File: config.mk
export PLATFORM = sky130hd
export DESIGN_NAME = ring_wr_cntrl
export DESIGN_NICKNAME = d
export VERILOG_FILES = /design/src/rtl/ring_wr_cntrl.sv
export SDC_FILE = /design/constraint.sdc
export NUM_CORES = 1
export LEC_CHECK = 0
export ABC_AREA = 1
export CAP_MARGIN = 20
export CORE_ASPECT_RATIO = 0.7
export CORE_UTILIZATION = 59
export DETAILED_ROUTE_END_ITERATION = 7
export GPL_TIMING_DRIVEN = 0
export MAX_ROUTING_LAYER = met4
export PLACE_DENSITY = 0.94
export RECOVER_POWER = 25
export SETUP_SLACK_MARGIN = 0.4
export SYNTH_ARGS = -nofsm -noshare
export SYNTH_HDL_FRONTEND = slang
export SYNTH_SLANG_ARGS = --single-unit
File: constraint.sdc
create_clock -name sysclk -period 2.98 [get_ports sysclk]
set_input_delay 0.596 -clock sysclk [delete_from_list [all_inputs] [get_ports sysclk]]
set_output_delay 0.596 -clock sysclk [all_outputs]
set_load 0.05 [all_outputs]
File: src/rtl/ring_wr_cntrl.sv
// Ring-buffer write controller: fills the buffer, waits for a trigger, writes the
// post-trigger samples, then hands the frozen pointer downstream for readout.
module ring_wr_cntrl #(
    parameter int SIZE    = 12,
    parameter int HOLDOFF = 4
) (
    input  logic            sysclk,
    input  logic            rst,
    input  logic            adc_valid,
    input  logic            trigger,
    input  logic [SIZE-1:0] posttrig_i,
    input  logic            ro_done_n,
    output logic            wr_en,
    output logic [SIZE-1:0] wr_addr,
    output logic [SIZE-1:0] ain,
    output logic            rd_request,
    output logic            armed,
    output logic [7:0]      trig_lost
);

    localparam int HW = (HOLDOFF > 1) ? $clog2(HOLDOFF) : 1;

    // FILL prime buffer | ARMED await trigger | POST post-trigger writes | READOUT downstream read | HOLD re-arm gap
    typedef enum logic [2:0] {
        ST_FILL,
        ST_ARMED,
        ST_POST,
        ST_READOUT,
        ST_HOLD
    } state_t;

    state_t          state, state_nxt;
    logic [SIZE-1:0] fill_cnt;
    logic [SIZE-1:0] post_cnt;
    logic [SIZE-1:0] wr_addr_nxt;
    logic [1:0]      guard_cnt;
    logic [HW-1:0]   hold_cnt;
    logic            ro_entry;
    logic            hold_entry;
    logic            lost_inc;

    always_comb begin
        state_nxt = state;
        wr_en     = 1'b0;
        case (state)
            ST_FILL: begin
                wr_en = adc_valid;
                if (adc_valid && (fill_cnt == '1)) state_nxt = ST_ARMED;
            end
            ST_ARMED: begin
                wr_en = adc_valid;
                if (trigger) state_nxt = ST_POST;
            end
            ST_POST: begin
                if (post_cnt == '0) begin
                    state_nxt = ST_READOUT;
                end else begin
                    wr_en = adc_valid;
                    if (adc_valid && (post_cnt == SIZE'(1))) state_nxt = ST_READOUT;
                end
            end
            ST_READOUT: begin
                // the first three READOUT cycles are covered by the downstream pipeline guard
                if ((guard_cnt == 2'd0) && !ro_done_n) state_nxt = ST_HOLD;
            end
            ST_HOLD: begin
                if (hold_cnt == '0) state_nxt = ST_ARMED;
            end
            default: state_nxt = ST_FILL;
        endcase
    end

    assign wr_addr_nxt = wr_en ? (wr_addr + SIZE'(1)) : wr_addr;
    assign ro_entry    = (state_nxt == ST_READOUT) && (state != ST_READOUT);
    assign hold_entry  = (state_nxt == ST_HOLD) && (state != ST_HOLD);
    assign lost_inc    = trigger && (trig_lost != 8'hFF) &&
                         ((state == ST_POST) || (state == ST_READOUT) || (state == ST_HOLD));
    assign armed       = (state == ST_ARMED);

    always_ff @(posedge sysclk) begin
        if (rst) begin
            state      <= ST_FILL;
            wr_addr    <= '0;
            ain        <= '0;
            fill_cnt   <= '0;
            post_cnt   <= '0;
            guard_cnt  <= '0;
            hold_cnt   <= '0;
            rd_request <= 1'b0;
            trig_lost  <= '0;
        end else begin
            state      <= state_nxt;
            wr_addr    <= wr_addr_nxt;
            rd_request <= (state_nxt == ST_READOUT);

            if ((state == ST_FILL) && wr_en) fill_cnt <= fill_cnt + SIZE'(1);

            if ((state == ST_ARMED) && trigger) begin
                post_cnt <= posttrig_i;
            end else if ((state == ST_POST) && wr_en) begin
                post_cnt <= post_cnt - SIZE'(1);
            end

            if (ro_entry) begin
                ain       <= wr_addr_nxt;
                guard_cnt <= 2'd3;
            end else if ((state == ST_READOUT) && (guard_cnt != 2'd0)) begin
                guard_cnt <= guard_cnt - 2'd1;
            end

            if (hold_entry) begin
                hold_cnt <= HW'(HOLDOFF - 1);
            end else if ((state == ST_HOLD) && (hold_cnt != '0)) begin
                hold_cnt <= hold_cnt - HW'(1);
            end

            if (lost_inc) trig_lost <= trig_lost + 8'd1;
        end
    end

endmodule
==> flow_metrics.env, run 1 <==
export IMPL_nets=601
export IMPL_clock_path_buffers=2
export IMPL_initial_core_util_pct=60.9
export IMPL_p_sw_mw=0.389
export IMPL_p_leak_nw=1.76
export IMPL_required_ns=2.38
export IMPL_numCtsBuffers=9
export IMPL_vias_per_cell=5.57
export IMPL_synth_edf_count=0
export IMPL_pwr_share_seq_pct=51.5
export IMPL_vias=3649
export IMPL_synth_cell_types=38
export IMPL_drtIter0Drc=498
export IMPL_grtUsageMet2_pct=51.0
export IMPL_synth_seq_cells=64
export IMPL_syn_cell_area_um2=3490
export IMPL_place_congestion=0.973
export IMPL_combinationalPowerShare_pct=5.2
export IMPL_wl_um=9480
export IMPL_met3_usage_pct=11.5
export IMPL_critPathLaunchType="flip-flop"
export IMPL_antenna_found_initial=0
export IMPL_synth_top_cell_area_share_pct=36.7
export IMPL_worst_pin_slew_ns=0.695
export IMPL_p_per_area_nw_per_um2=397
export IMPL_io_buffer_count=50
export IMPL_hold_class="reg2reg"
export IMPL_grt_pass1_wl_um=14900
export IMPL_fin_hold_ws_ns=0.473
export IMPL_min_period_ns=2.74
export IMPL_row_count=23
export IMPL_die_w_um=93.9
export IMPL_fin_crit_sh_pct=92.1
export IMPL_avgSynthCellArea_um2=6.78
export IMPL_finClkSkew_ns=0.00555
export IMPL_grt_overflow=0
export IMPL_diodes=0
export IMPL_stdcell_count=655
export IMPL_synth_yosys_warnings=0
export IMPL_ios=52
export IMPL_swShare_pct=23.1
export IMPL_yosysMostFrequentCell="nand2_1"
export IMPL_cp_max_fo=10
export IMPL_die_area_um2=6230
export IMPL_cts_tree="yes"
export IMPL_critical_path_cell_chain="nor2_1 > nand2_1 > nor2_1 > nand2_1 > nand3_1 > nand2_2 > buf_4 > buf_4"
export IMPL_cts_sinks=64
export IMPL_placed_cells_incl_taps=640
export IMPL_grt_max_degree=11
export IMPL_cts_root_buf="clkbuf_8"
export IMPL_clock_fmax_mhz=364
export IMPL_pre_cts_slack_ns=-0.149
export IMPL_clk_latency_ns=0.35
export IMPL_post_cts_repair_setup_buffers=0
export IMPL_rsz0062_at_grt="true"
export IMPL_path_buf_inv=2
export IMPL_violations="DRC"
export IMPL_max_stage_delay_ns=0.35
export IMPL_htreeDepth=3
export IMPL_met1_usage_pct=38.0
export IMPL_grtUsageTotal_pct=32.4
export IMPL_worst_slack_ns=0.236
export IMPL_core_area_um2=5730
export IMPL_worstSetupPathType="reg2out"
export IMPL_grt_busiest_layer="met2"
export IMPL_grt_pass1_vias=3301
export IMPL_p_int_mw=1.29
export IMPL_synthCells=515
export IMPL_drive_above_1_share_pct=9.48
export IMPL_critPathTopFamily="simple AND/OR/NAND/NOR gates"
export IMPL_report_final_slew_viol_count=0
export IMPL_drt_drc_violations_left=2
export IMPL_dr_pass1_iters=8
export IMPL_finalHoldViolCount=0
export IMPL_drt_wirelength_per_cell_um=14.5
export IMPL_setup_violations=0
export IMPL_max_slew_margin_rel_pct=53.7
export IMPL_syn2layout_area_growth_pct=21.5
export IMPL_pwr_share_clk_pct=43.4
export IMPL_synth_top_area_cell="dfxtp_1"
export IMPL_cp_arrival_ns=2.15
export IMPL_synth_nets=540
export IMPL_dp_hpwl_um=6450
export IMPL_slowest_stage="dfxtp_1"
export IMPL_ant_nets=0
export IMPL_synthFlopType="dfxtp_1"
export IMPL_clkTransAtPathRegs_ns=0.07
export IMPL_drv_cap=0
export IMPL_irDropWorstVdd_mv=0.229
export IMPL_ys_top_cells_by_area="dfxtp_1, nand2_1, nand3_1"
export IMPL_async_reset_ff_share_pct=0
export IMPL_fill_cells=423
export IMPL_crit_path_end_kind="output port"
export IMPL_dieHeight_um=66.3
export IMPL_synth_yosys_seq_area_share_pct=36.7
export IMPL_synth_common_cells="nand2_1, nor2_1, inv_1, dfxtp_1, nand3_1"
export IMPL_status="complete, but fails checks"
export IMPL_finalPower_mw=1.68
==> cell usage in the layout (no fill, tap or decap), types with 9 or more instances in the layout <==
master           instances
a21oi_1                 33
clkbuf_1                 9
clkbuf_8                10
clkdlybuf4s50_1         46
dfxtp_1                 64
inv_1                   65
nand2_1                 97
nand3_1                 56
nor2_1                  72
nor2_2                  15
nor3_1                  12
o21ai_0                 34
==> worst paths after layout <==
path	slack (ns)	to	start	depth (start not counted)
worst max-delay path	0.24	wr_en	post_cnt[5]	8
worst min register to register	0.47	fill_cnt[11]	fill_cnt[11]	2
worst min-delay path	0.47	fill_cnt[11]	fill_cnt[11]	2
worst max register to register	0.69	ain[5]	post_cnt[5]	10
==> tightest hold or removal path: cells and delay by family, from the launching register on <==
family          cells  cell delay, ns
compound gates      1            0.06
buf+inv             1            0.05
flops               1            0.32
==> what timing repair did <==
action | in CTS | in global routing
hold buffers | 0 | 0
gates resized for setup | 6 | 3
setup endpoints to repair | 1 | 2
==> metrics by stage <==
step	setup TNS, ns	utilization, %	cell area [um^2]
2_1_floorplan	0	-	3490
3_3_place_gp	-0.141	71.3	4080
3_5_place_dp	-0.149	71.3	4080
4_1_cts	0	74.5	4270
5_1_grt	0	74.0	4240
6_report	0	74.0	4240
==> power by group through the flow <==
stage | Clock, mW | Sequential, mW | Combinational [mW]
finish | 0.730 | 0.867 | 0.0872
global route | 0.779 | 0.867 | 0.0944
CTS | 0.738 | 0.866 | 0.0869
detailed placement | 0 | 0.886 | 0.0870
global placement | 0 | 0.886 | 0.0852
floorplan | 0 | 0.892 | 0.0396
==> state kept, by name, summed over array words and instances (netlist names) <==
signal      count
ain            12
fill_cnt       12
post_cnt       12
wr_addr        12
trig_lost       8
state           3
guard_cnt       2
hold_cnt        2
rd_request      1
==> per-layer routing <==
layer | share of wire (%) | wire length (um)
met1 | 41 | 3910
met2 | 47 | 4460
met3 | 9.7 | 919
met4 | 1.9 | 184
met5 | 0 | 0
==> cell families after synthesis <==
group,share of synthesized area [%]
mux,0.610
buf+inv,10.3
compound gates,11.4
simple gates,35.6
xor+xnor,2.51
fa+ha+maj,2.87
flops,36.7
==> final cells by class <==
type	instances	area, um^2	share of cell area (%)
buffer	15	86.3	2.04
multi-input combinational	365	1820	43.0
tap	75	93.8	2.21
inverter	71	268	6.32
clock inverter	4	45.0	1.06
sequential	64	1280	30.2
clock buffer	11	141	3.34
timing repair buffer	50	500	11.8
Note: power is estimated with default switching activity, not from simulation.
==> inputs of run 2 (changes only) <==
--- a/config.mk
+++ b/config.mk
@@ -9,6 +9,7 @@
 export CAP_MARGIN = 20
 export CORE_ASPECT_RATIO = 0.7
 export CORE_UTILIZATION = 59
+export CTS_BUF_LIST = sky130_fd_sc_hd__clkbuf_8 sky130_fd_sc_hd__clkbuf_16
 export DETAILED_ROUTE_END_ITERATION = 7
 export GPL_TIMING_DRIVEN = 0
 export MAX_ROUTING_LAYER = met4
==> flow_metrics.env, run 2 (synthesized netlist as in run 1, its figures left out) <==
export IMPL_max_stage_delay_ns=0.35
export IMPL_min_period_ns=2.75
export IMPL_fin_area_um2=4240
export IMPL_ant_nets=0
export IMPL_vias=3653
export IMPL_p_per_area_nw_per_um2=397
export IMPL_clock_path_buffers=2
export IMPL_rsz0062_at_grt="true"
export IMPL_violations="DRC"
export IMPL_grt_overflow=0
export IMPL_r2r_end="ain[5]"
export IMPL_finClkSkew_ns=0.00551
export IMPL_rrSetupSlack_ns=0.69
export IMPL_initial_core_util_pct=60.9
export IMPL_clock_fmax_mhz=364
export IMPL_r2r_start="post_cnt[5]"
export IMPL_antenna_found_initial=0
export IMPL_placed_cell_area_um2=4080
export IMPL_seqCellArea_um2=1280
export IMPL_worstSetupPathType="reg2out"
export IMPL_die_w_um=93.9
export IMPL_fill_cells=423
export IMPL_row_count=23
export IMPL_critPathLaunchType="flip-flop"
export IMPL_pwr_share_clk_pct=43.3
export IMPL_final_cell_mix="nand2_1, nor2_1, inv_1, dfxtp_1, nand3_1"
export IMPL_drt_drc_violations_left=2
export IMPL_tns_ns=0
export IMPL_place_congestion=0.973
export IMPL_p_leak_nw=1.76
export IMPL_wl_um=9480
export IMPL_slowest_stage="dfxtp_1"
export IMPL_critical_path_cell_chain="nor2_1 > nand2_1 > nor2_1 > nand2_1 > nand3_1 > nand2_2 > buf_4 > buf_4"
export IMPL_max_slew_margin_rel_pct=53.7
export IMPL_vias_per_cell=5.58
export IMPL_clkTransAtPathRegs_ns=0.07
export IMPL_p_int_mw=1.29
export IMPL_ios=52
export IMPL_nets=601
export IMPL_cts_root_buf="clkbuf_8"
export IMPL_swShare_pct=23.2
export IMPL_rr_worst_depth=10
export IMPL_finalHoldViolCount=0
export IMPL_path_buf_inv=2
export IMPL_drv_cap=0
export IMPL_status="complete, but fails checks"
export IMPL_post_cts_repair_setup_buffers=0
export IMPL_clk_latency_ns=0.35
export IMPL_cts_resized=6
export IMPL_drt_wirelength_per_cell_um=14.5
export IMPL_p_sw_mw=0.390
export IMPL_diodes=0
export IMPL_drive_above_1_share_pct=9.48
export IMPL_cp_arrival_ns=2.15
export IMPL_cts_sinks=64
export IMPL_hold_class="reg2reg"
export IMPL_cts_tree="yes"
export IMPL_fin_crit_sh_pct=92.1
export IMPL_setup_violations=0
export IMPL_min_path_cells=2
export IMPL_syn2layout_area_growth_pct=21.5
export IMPL_io_buffer_count=50
export IMPL_core_area_um2=5730
export IMPL_pwr_share_seq_pct=51.6
export IMPL_cp_max_fo=10
export IMPL_numCtsBuffers=9
export IMPL_drtIter0Drc=498
export IMPL_worst_pin_slew_ns=0.695
export IMPL_cts_hold_fix_buffers=0
export IMPL_multiInputGateArea_um2=1820
export IMPL_final_common_cell="nand2_1"
export IMPL_htreeDepth=3
export IMPL_combinationalPowerShare_pct=5.2
export IMPL_irDropWorstVdd_mv=0.229
export IMPL_dr_pass1_iters=8
export IMPL_hold_end="fill_cnt[11]"
export IMPL_critPathTopFamily="simple AND/OR/NAND/NOR gates"
export IMPL_grt_max_degree=11
export IMPL_dieHeight_um=66.3
export IMPL_die_area_um2=6230
export IMPL_report_final_slew_viol_count=0
export IMPL_crit_path_end_kind="output port"
export IMPL_dp_hpwl_um=6450
export IMPL_hold_start="fill_cnt[11]"
export IMPL_grt_pass1_vias=3301
export IMPL_required_ns=2.38
export IMPL_grt_pass1_wl_um=14900
export IMPL_grtUsageTotal_pct=32.4
==> run 2: worst max path at each step <==
stage                startpoint    end  slack [ns]  cells past startpoint
global route        post_cnt[1]  wr_en        0.18                      9
floorplan              state[2]  wr_en        0.85                      5
finish              post_cnt[5]  wr_en        0.23                      8
detailed placement    adc_valid  wr_en       -0.15                      5
CTS                    state[2]  armed        0.41                      3
global placement      adc_valid  wr_en       -0.14                      5
==> run 2: area by class of cell <==
class / count / share of cell area, %
Sequential cell: 64 / 30.2
Tap cell: 75 / 2.21
Clock buffer: 10 / 3.25
Clock inverter: 5 / 1.15
Multi-Input combinational cell: 365 / 43.0
Timing Repair Buffer: 50 / 11.8
Buffer: 15 / 2.04
Inverter: 71 / 6.32
==> run 2: worst min-delay path: cells and delay by family, from the launching register on <==
| kind | cells | cell delay, ns |
|---|---|---|
| buffers and inverters | 1 | 0.05 |
| AOI/OAI and AO/OA | 1 | 0.06 |
| DFF | 1 | 0.32 |
==> run 2: per-layer routing <==
layer	part of all wire, %	track usage [%]	vias up
met2	47	51.0	195
met1	41	38.0	1661
met4	2.0	12.9	0
met3	9.6	11.5	26
met5	0	-	-
li1	-	-	1771
==> run 2: metrics by stage <==
stage          hold slack, ns  worst slack (ns)  power (mW)  instances  util (%)
3_5_place_dp            0.457            -0.149       0.973        640      71.3
5_1_grt                 0.472             0.179        1.74        655      74.0
4_1_cts                 0.467             0.412        1.69        655      74.5
3_3_place_gp            0.434            -0.141       0.971        640      71.3
2_1_floorplan           0.426             0.846       0.932        515         -
6_report                0.473             0.235        1.68        655      74.0
==> run 2: power groups by stage <==
stage / Sequential [mW] / Combinational [mW] / Clock (mW)
floorplan: 0.892 / 0.0396 / 0
global placement: 0.886 / 0.0852 / 0
detailed placement: 0.886 / 0.0870 / 0
CTS: 0.866 / 0.0869 / 0.735
global route: 0.867 / 0.0944 / 0.776
finish: 0.867 / 0.0873 / 0.727
